File: src/rtl/uart_rx_fsm.sv
// UART receiver control FSM: sequences start/data/parity/stop checks against an external edge/bit counter.
// Optional macro UART_RX_ERR_FLAGS_EN adds per-frame par_err_flag/stp_err_flag outputs.
module uart_rx_fsm #(
    parameter int EDGE_W = 3,
    parameter int BIT_W  = 4,
    parameter int DATA_W = 8
) (
    input  logic              clk,
    input  logic              rst,
    input  logic              rx_in,
    input  logic              par_en,
    input  logic [EDGE_W-1:0] edge_cnt,
    input  logic [BIT_W-1:0]  bit_cnt,
    input  logic              strt_glitch,
    input  logic              par_err,
    input  logic              stp_err,
    output logic              cnt_enable,
    output logic              dat_samp_en,
    output logic              deser_en,
    output logic              strt_chk_en,
    output logic              par_chk_en,
    output logic              stp_chk_en,
    output logic              data_valid
`ifdef UART_RX_ERR_FLAGS_EN
    ,
    output logic              par_err_flag,
    output logic              stp_err_flag
`endif
);

    typedef enum logic [2:0] {
        IDLE   = 3'd0,
        START  = 3'd1,
        DATA   = 3'd2,
        PARITY = 3'd3,
        STOP   = 3'd4,
        CHECK  = 3'd5
    } state_t;

    localparam logic [EDGE_W-1:0] MID       = EDGE_W'(2 ** (EDGE_W - 1));
    localparam logic [EDGE_W-1:0] CHK       = MID + EDGE_W'(2);
    localparam logic [EDGE_W-1:0] LAST      = '1;
    localparam logic [BIT_W-1:0]  DATA_LAST = BIT_W'(DATA_W);

    state_t            state_q, state_d;
    logic              par_en_q, par_en_d;
    logic              err_q, err_d;
    logic              cnt_enable_q, cnt_enable_d;
    logic              dat_samp_en_q, dat_samp_en_d;
    logic              deser_en_q, deser_en_d;
    logic              strt_chk_en_q, strt_chk_en_d;
    logic              par_chk_en_q, par_chk_en_d;
    logic              stp_chk_en_q, stp_chk_en_d;
    logic              data_valid_q, data_valid_d;
    logic [EDGE_W-1:0] edge_nx;

    always_ff @(posedge clk or negedge rst) begin
        if (!rst) begin
            state_q       <= IDLE;
            par_en_q      <= 1'b0;
            err_q         <= 1'b0;
            cnt_enable_q  <= 1'b0;
            dat_samp_en_q <= 1'b0;
            deser_en_q    <= 1'b0;
            strt_chk_en_q <= 1'b0;
            par_chk_en_q  <= 1'b0;
            stp_chk_en_q  <= 1'b0;
            data_valid_q  <= 1'b0;
        end else begin
            state_q       <= state_d;
            par_en_q      <= par_en_d;
            err_q         <= err_d;
            cnt_enable_q  <= cnt_enable_d;
            dat_samp_en_q <= dat_samp_en_d;
            deser_en_q    <= deser_en_d;
            strt_chk_en_q <= strt_chk_en_d;
            par_chk_en_q  <= par_chk_en_d;
            stp_chk_en_q  <= stp_chk_en_d;
            data_valid_q  <= data_valid_d;
        end
    end

    always_comb begin
        state_d  = state_q;
        par_en_d = par_en_q;
        err_d    = err_q;
        case (state_q)
            IDLE: begin
                err_d = 1'b0;
                if (!rx_in) begin
                    state_d  = START;
                    par_en_d = par_en;
                end
            end
            START: begin
                if (edge_cnt == LAST) state_d = strt_glitch ? IDLE : DATA;
            end
            DATA: begin
                if (edge_cnt == LAST && bit_cnt == DATA_LAST) state_d = par_en_q ? PARITY : STOP;
            end
            PARITY: begin
                if (edge_cnt == LAST) begin
                    err_d   = err_q | par_err;
                    state_d = STOP;
                end
            end
            STOP: begin
                if (edge_cnt == LAST) begin
                    err_d   = err_q | stp_err;
                    state_d = CHECK;
                end
            end
            CHECK: begin
                err_d = 1'b0;
                if (!rx_in) begin
                    state_d  = START;
                    par_en_d = par_en;
                end else begin
                    state_d = IDLE;
                end
            end
            default: begin
                state_d = IDLE;
                err_d   = 1'b0;
            end
        endcase

        // Strobes are registered, so they are decoded from the counter value the next cycle will show.
        edge_nx       = cnt_enable_q ? edge_cnt + EDGE_W'(1) : '0;
        cnt_enable_d  = state_d inside {START, DATA, PARITY, STOP};
        dat_samp_en_d = state_d inside {START, DATA};
        strt_chk_en_d = (state_d == START)  && (edge_nx == CHK);
        deser_en_d    = (state_d == DATA)   && (edge_nx == CHK);
        par_chk_en_d  = (state_d == PARITY) && (edge_nx == CHK);
        stp_chk_en_d  = (state_d == STOP)   && (edge_nx == CHK);
        data_valid_d  = (state_d == CHECK)  && !err_d;
    end

    assign cnt_enable  = cnt_enable_q;
    assign dat_samp_en = dat_samp_en_q;
    assign deser_en    = deser_en_q;
    assign strt_chk_en = strt_chk_en_q;
    assign par_chk_en  = par_chk_en_q;
    assign stp_chk_en  = stp_chk_en_q;
    assign data_valid  = data_valid_q;

`ifdef UART_RX_ERR_FLAGS_EN
    logic perr_q, perr_d;
    logic par_flag_q, par_flag_d;
    logic stp_flag_q, stp_flag_d;

    always_ff @(posedge clk or negedge rst) begin
        if (!rst) begin
            perr_q     <= 1'b0;
            par_flag_q <= 1'b0;
            stp_flag_q <= 1'b0;
        end else begin
            perr_q     <= perr_d;
            par_flag_q <= par_flag_d;
            stp_flag_q <= stp_flag_d;
        end
    end

    // Parity error is remembered separately from err_q so each flag reports its own cause.
    always_comb begin
        perr_d     = perr_q;
        par_flag_d = 1'b0;
        stp_flag_d = 1'b0;
        if (!(state_q inside {START, DATA, PARITY, STOP})) perr_d = 1'b0;
        if (state_q == PARITY && edge_cnt == LAST) perr_d = perr_q | par_err;
        if (state_q == STOP && edge_cnt == LAST) begin
            par_flag_d = perr_q;
            stp_flag_d = stp_err;
        end
    end

    assign par_err_flag = par_flag_q;
    assign stp_err_flag = stp_flag_q;
`endif

endmodule

File: config.mk
export PLATFORM = sky130hd
export DESIGN_NAME = uart_rx_fsm
export DESIGN_NICKNAME = d
export VERILOG_FILES = /design/src/rtl/uart_rx_fsm.sv
export SDC_FILE = /design/constraint.sdc
export NUM_CORES = 1
export LEC_CHECK = 0
export CAP_MARGIN = 15
export CORE_MARGIN = 2
export CORE_UTILIZATION = 40
export CTS_CLUSTER_DIAMETER = 40
export DETAILED_ROUTE_END_ITERATION = 8
export PLACE_DENSITY = 0.76
export SYNTH_ARGS = -nofsm -noshare
export SYNTH_HDL_FRONTEND = slang
export SYNTH_SLANG_ARGS = --single-unit
File: constraint.sdc
create_clock -name clk -period 2.13 [get_ports clk]
set_clock_uncertainty 0.2 [all_clocks]
set_input_delay 0.3195 -clock clk [delete_from_list [all_inputs] [get_ports clk]]
set_output_delay 0.3195 -clock clk [all_outputs]
set_load 0.005 [all_outputs]
==> results_dict.tcl <==
set metrics [dict create \
    status "finished, final reports clean" \
    htree_levels 1 \
    cts_setup_buffers 0 \
    synthDistinctLibCells 27 \
    worstSetupPathType "input port to flip-flop" \
    grt_pass1_wl_mm 2.332 \
    crit_arrival_ps 1940 \
    hold_viol_final 0 \
    first_pass_iters 4 \
    antenna_found_initial 0 \
    worst_slew_pin_slew_ps 577.2 \
    netlist_area_um2 630.6 \
    finalSetupViolCount 0 \
    grt.total_usage 0.1724 \
    grt_max_degree 13 \
    die_area_um2 1910 \
    cts_tree "yes" \
    clock_sinks 12 \
    power.switching_mw 0.2958 \
    drtAntennaViolNets 0 \
    cp-endpoint "par_chk_en" \
    drc 0 \
    area_growth_pct 50.40 \
    crit_buf_inv 2 \
    syn_nets 74 \
    die_y_um 43.71 \
    syn_inst 57 \
    synth_top_area_frac 0.4762 \
    drt_wl_total_mm 1.350 \
    dpl.cell_count 97 \
    root_buffer "clkbuf_4" \
    io_buffer_count 20 \
    vias 531 \
    slew-limit-headroom 0.6144 \
    coreArea_um2 1489 \
    rr_worst_depth 4 \
    critPathLaunch "edge_cnt[2]" \
    fill_cells 114 \
    slowest_stage "clkdlybuf4s50_1" \
    drive_gt1_frac 0.2235 \
    post-dp-hpwl_mm 1.043 \
    r2r_end "dat_samp_en" \
    r2r-start "state_q[0]" \
    via_per_inst 5.257 \
    synth_edf_count 0 \
    synth-main-ff-cell "dfrtp_1" \
    rows 14 \
    crit_chain "clkdlybuf4s50_1, ha_4, a21oi_1, o221a_1, a211o_2, buf_4, nor3b_2" \
    drv_slew 0 \
    clockPowerShare 0.205 \
    seq_area_frac_synth 0.4762 \
    cp-start-kind "input port" \
    diodes 0 \
    ys_async_sr_fraction 1.000 \
    clock_path_buffers 2 \
    first_global_vias 506 \
    drt-initial-drc-count 7 \
    max_freq_mhz 503.1 \
    p_sw_frac 0.3362 \
    timing.final.crit_share 0.9332 \
    fin_crit_ps 1988 \
    yosys_register_bits 12 \
    crit_cells 7 \
    p_leak_nw 0.4231 \
    cts_buffers 3 \
    timing.hold.ws_ps 187.2 \
    die_w_um 43.71 \
    final_nets 103 \
    crit_family "buffers and inverters" \
    start_util 0.4235 \
    drv_cap 0 \
    placedInstanceArea_um2 877.1 \
    peakVddDrop_v 0.0006326 \
    power_mw 0.8800 \
    rsz0062_at_grt "no" \
    cp_max_fo 6 \
    ios 21 \
    cts_hold_buf 0 \
    final_cell_area_um2 948.4 \
    required_ps 2080 \
    tns_ps 0 \
    avgSynthCellArea_um2 11.06 \
    grt-ovfl-total 0 \
    layout.cells.most_common "clkdlybuf4s50_1" \
    stdcell_count 101 \
    synth_area_leaders "dfrtp_1, ha_1, nor3b_2" \
    ys_warn_count 0 \
    slowest_delay_ps 530 \
    clock_latency_ps 280 \
    r2r_slack_ps 220 \
    end_kind "flip-flop" \
    seq_power_share 0.382 \
    power_frac_comb 0.413 \
    mostFrequentLayoutCells "clkdlybuf4s50_1, dfrtp_1, nand2_1, nor2_1, buf_4" \
    powerDensity_nw_per_um2 927.9 \
    wl_per_cell_um 13.37 \
    hold_class "input port to asynchronous set/reset pin" \
    clkSlewWorstSetupHoldPaths_ps 80 \
    p_int_mw 0.5842 \
    yosysTopAreaCell "dfrtp_1" \
    place.gp.congestion 0.8668 \
]
-- layout make-up --
cell class | instances | area, um^2 | share of cell area
Timing Repair Buffer | 25 | 242.7 | 0.2559
Tap cell | 16 | 20.02 | 0.02111
Inverter | 1 | 3.754 | 0.003958
Clock buffer | 4 | 36.28 | 0.03826
Sequential cell | 12 | 300.3 | 0.3166
Multi-Input combinational cell | 43 | 345.3 | 0.3641
-- synthesized netlist by cell type, drive strengths merged (2+ instances only) --
| library cell | instances |
|---|---|
| nor2b | 3 |
| nor3b | 4 |
| nand2 | 6 |
| nand2b | 2 |
| ha | 3 |
| dfrtp | 12 |
| a21oi | 3 |
| nor2 | 6 |
| nor3 | 2 |
-- sequential cells by signal, indices dropped and copies added (netlist names) --
name and flops:
dat_samp_en 1, par_chk_en 1, state_q 3, strt_chk_en 1, data_valid 1, cnt_enable 1
deser_en 1, err_q 1, stp_chk_en 1, par_en_q 1
-- what timing repair did --
action                                  4_1_cts  5_1_grt
endpoints found under the setup margin        6        6
pin swaps                                     1        0
resized for setup                             5        2
endpoints found under the hold margin         0        0
-- worst min path at each step --
stage | slack (ps) | end | depth (start not counted) | from
after global placement | 300 | err_q | 2 | err_q
after detailed placement | 290 | err_q | 2 | err_q
after global routing | 230 | strt_chk_en | 1 | rst
after floorplan | -180 | cnt_enable | 0 | rst
after CTS | 210 | state_q[1] | 1 | rst
final | 190 | state_q[1] | 1 | rst
-- kinds of logic (layout without fill, tap and decap cells) --
family	count (synthesis)	after routing	share of synthesized area
compound gates	10	10	0.1310
fa+ha+maj	3	3	0.05953
buf+inv	2	30	0.02380
flops	12	12	0.4762
mux	2	2	0.03373
simple gates	28	28	0.2758
-- power by group through the flow --
| stage | Sequential (mW) | Combinational, mW | Clock (mW) |
|---|---|---|---|
| after floorplan | 0.324 | 0.219 | 0 |
| after global placement | 0.337 | 0.344 | 0 |
| after detailed placement | 0.342 | 0.354 | 0 |
| after CTS | 0.337 | 0.365 | 0.184 |
| after global routing | 0.345 | 0.397 | 0.194 |
| final | 0.336 | 0.363 | 0.180 |
-- per-stage QoR --
step	worst slack, ps	util
6_report	142.2	0.6370
5_1_grt	87.43	0.6370
4_1_cts	23.43	0.6336
3_5_place_dp	-416.3	0.5891
3_3_place_gp	-332.1	0.5891
2_1_floorplan	169.8	-
-- layer usage --
metal / vias to the layer above / GRT usage / part of all wire / wire length [um]
li1: 260 / - / - / -
met1: 257 / 0.2005 / 0.43 / 586
met2: 12 / 0.2853 / 0.51 / 689
met3: 2 / 0.07500 / 0.047 / 64
met4: 0 / 0.05455 / 0.0067 / 9
met5: - / 0 / 0 / 0
-- worst reg2reg max path: cells and delay by family, from the launching register on --
| family | cells | cell delay [ps] |
|---|---|---|
| DFF | 1 | 420 |
| muxes | 1 | 100 |
| and+or+nand+nor | 1 | 560 |
| AOI/OAI and AO/OA | 2 | 500 |
Power figures use the tool's default switching activity.
